## src/rtl/feature_stream_buffer.sv

```systemverilog
// -----------------------------------------------------------------------------
// feature_stream_buffer
//
// Captures deserialized row words (row 0 = initial weights, rows 1..NUM_DP =
// datapoints) into an internal store. When loading is complete, it replays
// the store as a stream of 16-bit features under a valid/ready handshake.
// The replay can be restarted for further epochs without reloading.
//
// State table:
//   state    | meaning
//   ---------+--------------------------------------------------------------
//   S_LOAD   | accepting row writes, waiting for load_done
//   S_STREAM | replaying features, out_valid high
//   S_DONE   | pass complete, waiting for restart
//   S_ERR    | bad address or incomplete load; only reset exits
//
// Ports:
//   CLK        clock, rising edge
//   RST        asynchronous active-low reset
//   we         row write strobe from the deserializer
//   addr       row address for the write
//   data_in    deserialized word, field 0 in the most significant used slot
//   load_done  deserializer finished (level)
//   restart    pulse: replay the store again from DONE
//   out_ready  consumer accepts the current feature
//   out_valid  feature available
//   out_data   feature value
//   out_row    row of the current feature
//   out_idx    field index within the row
//   out_last   current feature is the final one of the pass
//   epoch_done one-cycle pulse after the final transfer
//   err        sticky error
// -----------------------------------------------------------------------------
module feature_stream_buffer #(
    parameter int ADDR_WIDTH     = 3,
    parameter int MAX_FEATURES   = 7,
    parameter int MAX_DATA_WIDTH = 16 * (MAX_FEATURES + 1),
    parameter int NUM_DP         = 6,
    parameter int NUM_FEATURES   = 6,
    parameter int NUM_DATA_WIDTH = 16 * (NUM_FEATURES + 1)
) (
    input  logic                      CLK,
    input  logic                      RST,
    input  logic                      we,
    input  logic [ADDR_WIDTH-1:0]     addr,
    input  logic [MAX_DATA_WIDTH-1:0] data_in,
    input  logic                      load_done,
    input  logic                      restart,
    input  logic                      out_ready,
    output logic                      out_valid,
    output logic [15:0]               out_data,
    output logic [ADDR_WIDTH-1:0]     out_row,
    output logic [3:0]                out_idx,
    output logic                      out_last,
    output logic                      epoch_done,
    output logic                      err
);

    localparam logic [ADDR_WIDTH-1:0] LAST_ROW = ADDR_WIDTH'(NUM_DP);
    localparam logic [3:0]            LAST_IDX = 4'(NUM_FEATURES);

    typedef enum logic [1:0] {
        S_LOAD   = 2'd0,
        S_STREAM = 2'd1,
        S_DONE   = 2'd2,
        S_ERR    = 2'd3
    } state_t;

    state_t                    state_q, state_d;
    logic [NUM_DP:0]           valid_q, valid_d;
    logic [ADDR_WIDTH-1:0]     row_q, row_d;
    logic [3:0]                idx_q, idx_d;
    logic                      err_q, err_d;
    logic                      epoch_q, epoch_d;
    logic [NUM_DATA_WIDTH-1:0] store_q [0:NUM_DP];

    logic                      addr_ok;
    logic                      store_we;
    logic                      last_beat;
    logic [NUM_DP:0]           wr_mask;
    logic [NUM_DATA_WIDTH-1:0] row_word;
    logic [15:0]               field;

    // Bits of the bus above the configured row width carry nothing.
    generate
        if (MAX_DATA_WIDTH > NUM_DATA_WIDTH) begin : g_hi_bits
            logic unused_hi;
            assign unused_hi = ^data_in[MAX_DATA_WIDTH-1:NUM_DATA_WIDTH];
        end
    endgenerate

    assign addr_ok   = (addr <= LAST_ROW);
    assign last_beat = (row_q == LAST_ROW) && (idx_q == LAST_IDX);

    always_comb begin
        wr_mask = '0;
        for (int r = 0; r <= NUM_DP; r++) begin
            if (addr == ADDR_WIDTH'(r)) wr_mask[r] = 1'b1;
        end
    end

    always_comb begin
        state_d  = state_q;
        valid_d  = valid_q;
        row_d    = row_q;
        idx_d    = idx_q;
        err_d    = err_q;
        epoch_d  = 1'b0;
        store_we = 1'b0;
        case (state_q)
            S_LOAD: begin
                if (we && addr_ok) begin
                    store_we = 1'b1;
                    valid_d  = valid_q | wr_mask;
                end
                if (we && !addr_ok) begin
                    state_d = S_ERR;
                    err_d   = 1'b1;
                end else if (load_done) begin
                    // valid_d already includes a write landing this cycle
                    if (&valid_d) begin
                        state_d = S_STREAM;
                    end else begin
                        state_d = S_ERR;
                        err_d   = 1'b1;
                    end
                end
            end
            S_STREAM: begin
                if (out_ready) begin
                    if (last_beat) begin
                        state_d = S_DONE;
                        epoch_d = 1'b1;
                    end else if (idx_q == LAST_IDX) begin
                        idx_d = '0;
                        row_d = row_q + 1'b1;
                    end else begin
                        idx_d = idx_q + 1'b1;
                    end
                end
            end
            S_DONE: begin
                if (restart) begin
                    row_d   = '0;
                    idx_d   = '0;
                    state_d = S_STREAM;
                end
            end
            default: begin
                state_d = S_ERR;
                err_d   = 1'b1;
            end
        endcase
    end

    always_ff @(posedge CLK or negedge RST) begin
        if (!RST) begin
            state_q <= S_LOAD;
            valid_q <= '0;
            row_q   <= '0;
            idx_q   <= '0;
            err_q   <= 1'b0;
            epoch_q <= 1'b0;
        end else begin
            state_q <= state_d;
            valid_q <= valid_d;
            row_q   <= row_d;
            idx_q   <= idx_d;
            err_q   <= err_d;
            epoch_q <= epoch_d;
        end
    end

    // Store is deliberately not reset; the valid mask forces a full reload.
    always_ff @(posedge CLK) begin
        for (int r = 0; r <= NUM_DP; r++) begin
            if (store_we && wr_mask[r]) store_q[r] <= data_in[NUM_DATA_WIDTH-1:0];
        end
    end

    always_comb begin
        row_word = '0;
        for (int r = 0; r <= NUM_DP; r++) begin
            if (row_q == ADDR_WIDTH'(r)) row_word = store_q[r];
        end
    end

    // Field 0 is the first received, i.e. the most significant slot.
    always_comb begin
        field = '0;
        for (int k = 0; k <= NUM_FEATURES; k++) begin
            if (idx_q == 4'(k)) field = row_word[NUM_DATA_WIDTH-1-16*k -: 16];
        end
    end

    // Outputs are gated by state so that reset drives all of them to zero.
    assign out_valid  = (state_q == S_STREAM);
    assign out_data   = out_valid ? field : 16'h0000;
    assign out_row    = row_q;
    assign out_idx    = idx_q;
    assign out_last   = out_valid && last_beat;
    assign epoch_done = epoch_q;
    assign err        = err_q;

endmodule

```

## config.mk

```make
export PLATFORM = sky130hd
export DESIGN_NAME = feature_stream_buffer
export DESIGN_NICKNAME = d
export VERILOG_FILES = /design/src/rtl/feature_stream_buffer.sv
export SDC_FILE = /design/constraint.sdc
export NUM_CORES = 1
export LEC_CHECK = 0
export ABC_CLOCK_PERIOD_IN_PS = 12640
export BUFFER_PORTS_ARGS = -buffer_cell sky130_fd_sc_hd__buf_2
export CORE_MARGIN = 2
export CORE_UTILIZATION = 26
export CTS_CLUSTER_SIZE = 28
export DETAILED_ROUTE_END_ITERATION = 8
export PLACE_DENSITY = 0.52
export SYNTH_ARGS = -nofsm -noshare
export SYNTH_HDL_FRONTEND = slang
export SYNTH_SLANG_ARGS = --single-unit
export TNS_END_PERCENT = 50
```

## constraint.sdc

```tcl
create_clock -name CLK -period 12.64 [get_ports CLK]
set_clock_uncertainty 0.2 [all_clocks]
set_input_delay 0.632 -clock CLK [delete_from_list [all_inputs] [get_ports CLK]]
set_output_delay 0.632 -clock CLK [all_outputs]
set_load 0.02 [all_outputs]
```

==> results_dict.tcl, run 1 <==
set metrics [dict create \
    cts_tree "done" \
    nNetsFinal 2563 \
    clockBufferDepth 3 \
    slew_headroom_pct 24.2 \
    whs_path_depth 1 \
    hold_path.class "in2reg" \
    crit_chain "inv_1 > ha_4 > buf_4 > buf_12 > inv_4 > buf_4 > o221a_2 > o221ai_1 > nand3_1 > a2111oi_2 > a211oi_2 > buf_2" \
    p_leak_nw 11.5 \
    r2r-start "state_q[0]" \
    required_ns 11.81 \
    dieArea_mm2 0.132 \
    synth_edf_count 784 \
    synthFlopType "edfxtp_1" \
    die_w_um 364 \
    synthToLayoutAreaGrowth_pct 15.0 \
    drc 0 \
    final.fill_count 12700 \
    clock_tree.root_cell "clkbuf_16" \
    wire_per_inst_um 24.7 \
    gp_congestion 0.747 \
    final_cell_mix "edfxtp_1 (784), nand2_1 (201), a21oi_1 (191)" \
    ctsHoldBuffers 2 \
    post-route-period-util_pct 52.3 \
    setup_tns_ns 0 \
    min_period_ns 6.61 \
    seq_area_frac_synth_pct 71.3 \
    ant_nets 0 \
    hold_viol 0 \
    path_clk_slew_ns 0.06 \
    final-setup-viol-count 0 \
    htree_levels 3 \
    synth_nets 2477 \
    worst_slew_pin_slew_ns 1.14 \
    slowest_stage "a2111oi_2" \
    cp_slowest_stage_delay_ns 0.79 \
    holdPathEnd "store_q[1][10]" \
    synth_cells 2330 \
    critPathLaunch "out_row[0]" \
    wl_um 104000 \
    cts_sinks 802 \
    first_pass_iters 7 \
    met2_length_um 49400 \
    cpMostUsedCell "buf_4" \
    synth_cell_types 74 \
    drive_gt1_share_pct 16.1 \
    synthAdderAreaFrac_pct 0.372 \
    yosys_warnings 0 \
    antenna_found_initial 55 \
    synth_top_family_by_area "compound AO/OA/AOI/OAI gates" \
    core-area_mm2 0.128 \
    syn_avg_cell_area_um2 14.4 \
    power.density_mw_per_mm2 137 \
    io_pins 164 \
    crit_type "reg2out" \
    io_buffers 147 \
    synth-xor-area-share_pct 0 \
    maxCapViolations 0 \
    reg2reg_setup_slack_ns 9.34 \
    grt_pass1_wl_um 149000 \
    muxShareOfSynthArea_pct 0.119 \
    cts_setup_buffers 0 \
    dpl.hpwl_um 59600 \
    power.total_mw 5.29 \
    critPathLaunchType "register" \
    grt_overflow 0 \
    reg2reg_to "store_q[4][35]" \
    vias_per_cell 5.02 \
    ys_ff_latch 802 \
    grt_max_degree 151 \
    syn-cell-area_mm2 0.0336 \
    grt_setup_unrepaired "no" \
    final_common_cell "edfxtp_1" \
    grt_pass1_vias 20400 \
    drv_slew 0 \
    yosys.area_share.simple_pct 7.36 \
    reg2reg_depth 5 \
    vdd_ir_drop_max_uv 99.2 \
    synth-compound-area-share_pct 17.8 \
    highest_layer "met5" \
    start_util_pct 26.3 \
    ys_async_sr_fraction_pct 2.24 \
    drtIter0Drc 1933 \
    crit_fanout 150 \
    cts_resized 0 \
    clock_latency_ns 0.65 \
    wl_met1_um 44600 \
    rows 131 \
    vias 21200 \
    die_h_um 364 \
    cts_buffers 85 \
    end_kind "primary output" \
    status "completed" \
    fmax_ghz 0.151 \
    arrival_ns 5.78 \
    grt_usage_pct 15.5 \
    wl_met3_um 7420 \
    hp-start "data_in[10]" \
]
==> layer usage <==
| layer | global-route usage [%] | vias up |
|---|---|---|
| met5 | 0 | - |
| met4 | 4.47 | 34 |
| met3 | 3.61 | 203 |
| met2 | 25.1 | 712 |
| met1 | 20.6 | 10700 |
| li1 | - | 9479 |
==> per-stage QoR <==
step	hold WS [ns]	cells	worst slack [ns]	util [%]	cell area, µm²
floorplan	0.136	2330	3.11	-	33600
CTS	0.00140	4211	5.92	30.2	38700
global placement	0.247	4056	6.60	28.2	36100
global route	0.0126	4215	5.83	30.2	38700
finish	0.0360	4217	6.03	30.2	38700
detailed placement	0.250	4056	6.63	28.2	36100
==> logic make-up after synthesis <==
logic type      count (synthesis)
flops                         802
mux                             4
buf+inv                       208
fa+ha+maj                      10
compound gates                843
simple gates                  463
==> power breakdown <==
part / switching [mW] / internal, mW
Combinational: 0.0389 / 0.0147
Sequential: 0 / 2.92
Clock: 1.02 / 1.30
Total: 1.06 / 4.23
==> worst max-delay path: cells and delay by family, from the launching register on <==
family / cells / cell delay (ns)
compound gates: 4 / 1.48
simple gates: 1 / 0.32
flops: 1 / 0.46
buf+inv: 6 / 2.28
fa+ha+maj: 1 / 0.41
==> worst max-delay path by stage <==
stage	end	cells past startpoint
after global placement	out_data[4]	12
final	out_data[6]	12
after global routing	out_data[4]	12
after CTS	out_data[4]	12
after floorplan	valid_q[2]	3
after detailed placement	out_data[4]	12
==> synth_stat cells, types with 3 or more instances <==
cell type / instances / area (µm²)
a211oi_2: 25 / 313
o221ai_1: 46 / 403
o21ai_1: 21 / 105
nand4_1: 15 / 93.8
mux2i_1: 4 / 40.0
o22ai_1: 17 / 106
a211o_1: 4 / 35.0
buf_2: 71 / 355
nor4_1: 3 / 18.8
a21o_1: 18 / 135
ha_1: 10 / 125
edfxtp_1: 784 / 23500
a22oi_1: 18 / 135
nor2b_1: 50 / 313
inv_1: 9 / 33.8
buf_4: 8 / 60.1
nand2b_1: 21 / 131
a221o_1: 46 / 460
a2111oi_2: 15 / 225
or2_1: 3 / 18.8
buf_1: 9 / 33.8
nand3_1: 20 / 100
and2_1: 17 / 106
o31ai_1: 15 / 113
buf_6: 13 / 146
o221a_2: 15 / 169
o211ai_1: 33 / 248
o21a_1: 61 / 458
nor2_1: 30 / 113
a221oi_1: 50 / 438
nor3_1: 5 / 25.0
clkbuf_1: 93 / 349
a211oi_1: 85 / 638
nand2_1: 202 / 758
nor2_2: 3 / 18.8
nand3b_1: 66 / 495
a21oi_1: 191 / 956
o32ai_1: 15 / 131
o21ai_0: 145 / 726
dfrtp_1: 18 / 450
or2_2: 10 / 62.6
o21ai_2: 8 / 70.1
==> flip-flops by register name (all words and copies together) (netlist names) <==
register,cells
store_q,784
valid_q,7
out_idx,4
out_row,3
state_q,2
epoch_done,1
err,1
==> final cells by class <==
cell class	count	area, µm²	share of cell area, %
antenna	6	15.0	0.0388
clock buffer	113	2250	5.83
clock inverter	40	303	0.783
inverter	13	53.8	0.139
multi-input combinational	1320	8750	22.6
sequential	802	24000	62.0
tap	1729	2160	5.59
timing repair buffer	194	1140	2.96
Power figures use the tool's default switching activity.
==> inputs of run 2 (changes only) <==
--- a/config.mk
+++ b/config.mk
@@ -5,13 +5,13 @@
 export SDC_FILE = /design/constraint.sdc
 export NUM_CORES = 1
 export LEC_CHECK = 0
-export ABC_CLOCK_PERIOD_IN_PS = 12640
+export ABC_CLOCK_PERIOD_IN_PS = 5300
 export BUFFER_PORTS_ARGS = -buffer_cell sky130_fd_sc_hd__buf_2
 export CORE_MARGIN = 2
 export CORE_UTILIZATION = 26
 export CTS_CLUSTER_SIZE = 28
 export DETAILED_ROUTE_END_ITERATION = 8
-export PLACE_DENSITY = 0.52
+export PLACE_DENSITY = 0.54
 export SYNTH_ARGS = -nofsm -noshare
 export SYNTH_HDL_FRONTEND = slang
 export SYNTH_SLANG_ARGS = --single-unit
==> constraint.sdc (replaced) <==
create_clock -name CLK -period 5.3 [get_ports CLK]
set_clock_uncertainty 0.2 [all_clocks]
set_input_delay 0.265 -clock CLK [delete_from_list [all_inputs] [get_ports CLK]]
set_output_delay 0.265 -clock CLK [all_outputs]
set_load 0.02 [all_outputs]
==> results_dict.tcl, run 2 (synthesized netlist as in run 1, its figures left out) <==
set metrics [dict create \
    wl_um 103000 \
    p_leak_nw 12.3 \
    crit_chain "inv_1 > ha_4 > clkinv_2 > buf_4 > o221a_2 > o221ai_1 > nand3_1 > a2111oi_2 > buf_4 > a211oi_2 > buf_2" \
    path_clk_slew_ns 0.06 \
    start_util_pct 26.3 \
    min_period_ns 4.88 \
    critPathLaunchType "register" \
    gp_congestion 0.758 \
    required_ns 4.84 \
    drv_slew 0 \
    clockBufferDepth 3 \
    rows 131 \
    drc 0 \
    drtIter0Drc 1901 \
    final_common_cell "edfxtp_1" \
    nNetsFinal 2711 \
    crit_fanout 25 \
    largest_reg_flops 784 \
    slew_headroom_pct 25.0 \
    post-route-period-util_pct 92.1 \
    r2r-start "out_row[0]" \
    vdd_ir_drop_max_uv 255 \
    antenna_found_initial 35 \
    cts_tree "done" \
    wire_per_inst_um 23.5 \
    p_int_mw 10.5 \
    cts_setup_buffers 0 \
    fmax_ghz 0.205 \
    cts_sinks 802 \
    grt_pass1_vias 21500 \
    core-area_mm2 0.128 \
    reg2reg_depth 8 \
    die_w_um 364 \
    crit_family "buffers and inverters" \
    end_kind "primary output" \
    grt_setup_unrepaired "no" \
    io_pins 164 \
    regMostFlops "store_q" \
    whs_ns 0.140 \
    power.density_mw_per_mm2 324 \
    drive_gt1_share_pct 17.0 \
    dpl.hpwl_um 59900 \
    reg2reg_to "out_row[0]" \
    status "completed" \
    grt_usage_pct 15.3 \
    maxCapViolations 0 \
    crit_type "reg2out" \
    holdPathEnd "valid_q[1]" \
    cts_buffers 87 \
    grt_overflow 0 \
    hp-start "addr[2]" \
    p_seq_share_pct 52.9 \
    htree_levels 3 \
    power_frac_comb_pct 1.6 \
    hold_viol 0 \
    ant_nets 0 \
    path_buf_inv 5 \
    arrival_ns 4.42 \
    vias 22000 \
    final-setup-viol-count 0 \
    clock_tree.root_cell "clkbuf_16" \
    grt_max_degree 122 \
    worst_slew_pin_slew_ns 1.12 \
    synthToLayoutAreaGrowth_pct 20.5 \
    whs_path_depth 4 \
    clockPowerShare_pct 45.4 \
    cpMostUsedCell "buf_4" \
    cp_slowest_stage_delay_ns 0.61 \
    final_cell_mix "edfxtp_1 (784), nand2_1 (201), a21oi_1 (191)" \
    first_pass_iters 5 \
    p_sw_share_pct 20.1 \
    reg2reg_setup_slack_ns 1.99 \
    io_buffers 147 \
    hold_path.class "in2reg" \
    grt_pass1_wl_um 151000 \
    clock_latency_ns 0.65 \
    cts_resized 0 \
    slowest_stage "clkinv_2" \
    setup_tns_ns 0 \
    vias_per_cell 5.02 \
    dieArea_mm2 0.132 \
    p_switching_mw 2.64 \
    die_h_um 364 \
]
==> run 2: area by class of cell <==
type                    instances  area, µm²
diodes                          6       15.0
clock buffers                 105       2270
clock inverters                59        533
fillers                     12600      87500
inverters                      13       55.1
multi-input cells            1320       8760
flip-flops and latches        802      24000
well taps                    1729       2160
repair buffers                340       2740
==> run 2: worst max-delay path by stage <==
stage                   endpoint  slack [ns]        from  cells after the start
finish               out_data[0]        0.42  out_row[0]                     11
CTS                 out_data[13]        0.39  out_row[0]                      9
global placement    out_data[13]        1.11  out_row[0]                      9
global route         out_data[0]        0.23  out_row[0]                     11
floorplan             valid_q[0]       -1.08     addr[0]                      4
detailed placement   out_data[0]        1.09  out_row[0]                     11
==> run 2: layer usage <==
| metal | GRT usage [%] | vias up | wire length (µm) |
|---|---|---|---|
| met4 | 3.76 | 30 | 2530 |
| met1 | 20.1 | 11300 | 44300 |
| met2 | 25.7 | 683 | 49800 |
| met3 | 3.06 | 185 | 6140 |
| met5 | 0 | - | 186 |
| li1 | - | 9798 | - |
==> run 2: what timing repair did <==
action / CTS / global route
endpoints found under the hold margin: 812 / 0
setup endpoints to repair: 0 / 0
hold buffers: 120 / 0
==> run 2: worst reg2reg max path, delay by kind of cell, from the launching register on <==
| family | cells | cell delay [ns] |
|---|---|---|
| compound gates | 2 | 0.45 |
| fa+ha+maj | 1 | 0.51 |
| flops | 1 | 0.45 |
| simple gates | 3 | 0.88 |
| buf+inv | 2 | 0.72 |
==> run 2: stage by stage <==
step	power, mW	instances	cell area (µm²)	util (%)	worst slack [ns]
floorplan	7.10	2330	33600	-	-1.08
global placement	7.21	4084	36500	28.5	1.11
detailed placement	7.21	4084	36500	28.5	1.09
CTS	13.3	4368	40500	31.6	0.387
global route	13.5	4370	40500	31.6	0.228
finish	13.1	4374	40500	31.7	0.419
==> run 2: power by group through the flow <==
stage	clock (mW)	sequential, mW	combinational (mW)
floorplan	0	7.09	0.00420
global placement	0	7.09	0.121
detailed placement	0	7.09	0.125
CTS	6.08	6.95	0.220
global route	6.31	6.95	0.236
finish	5.97	6.95	0.216
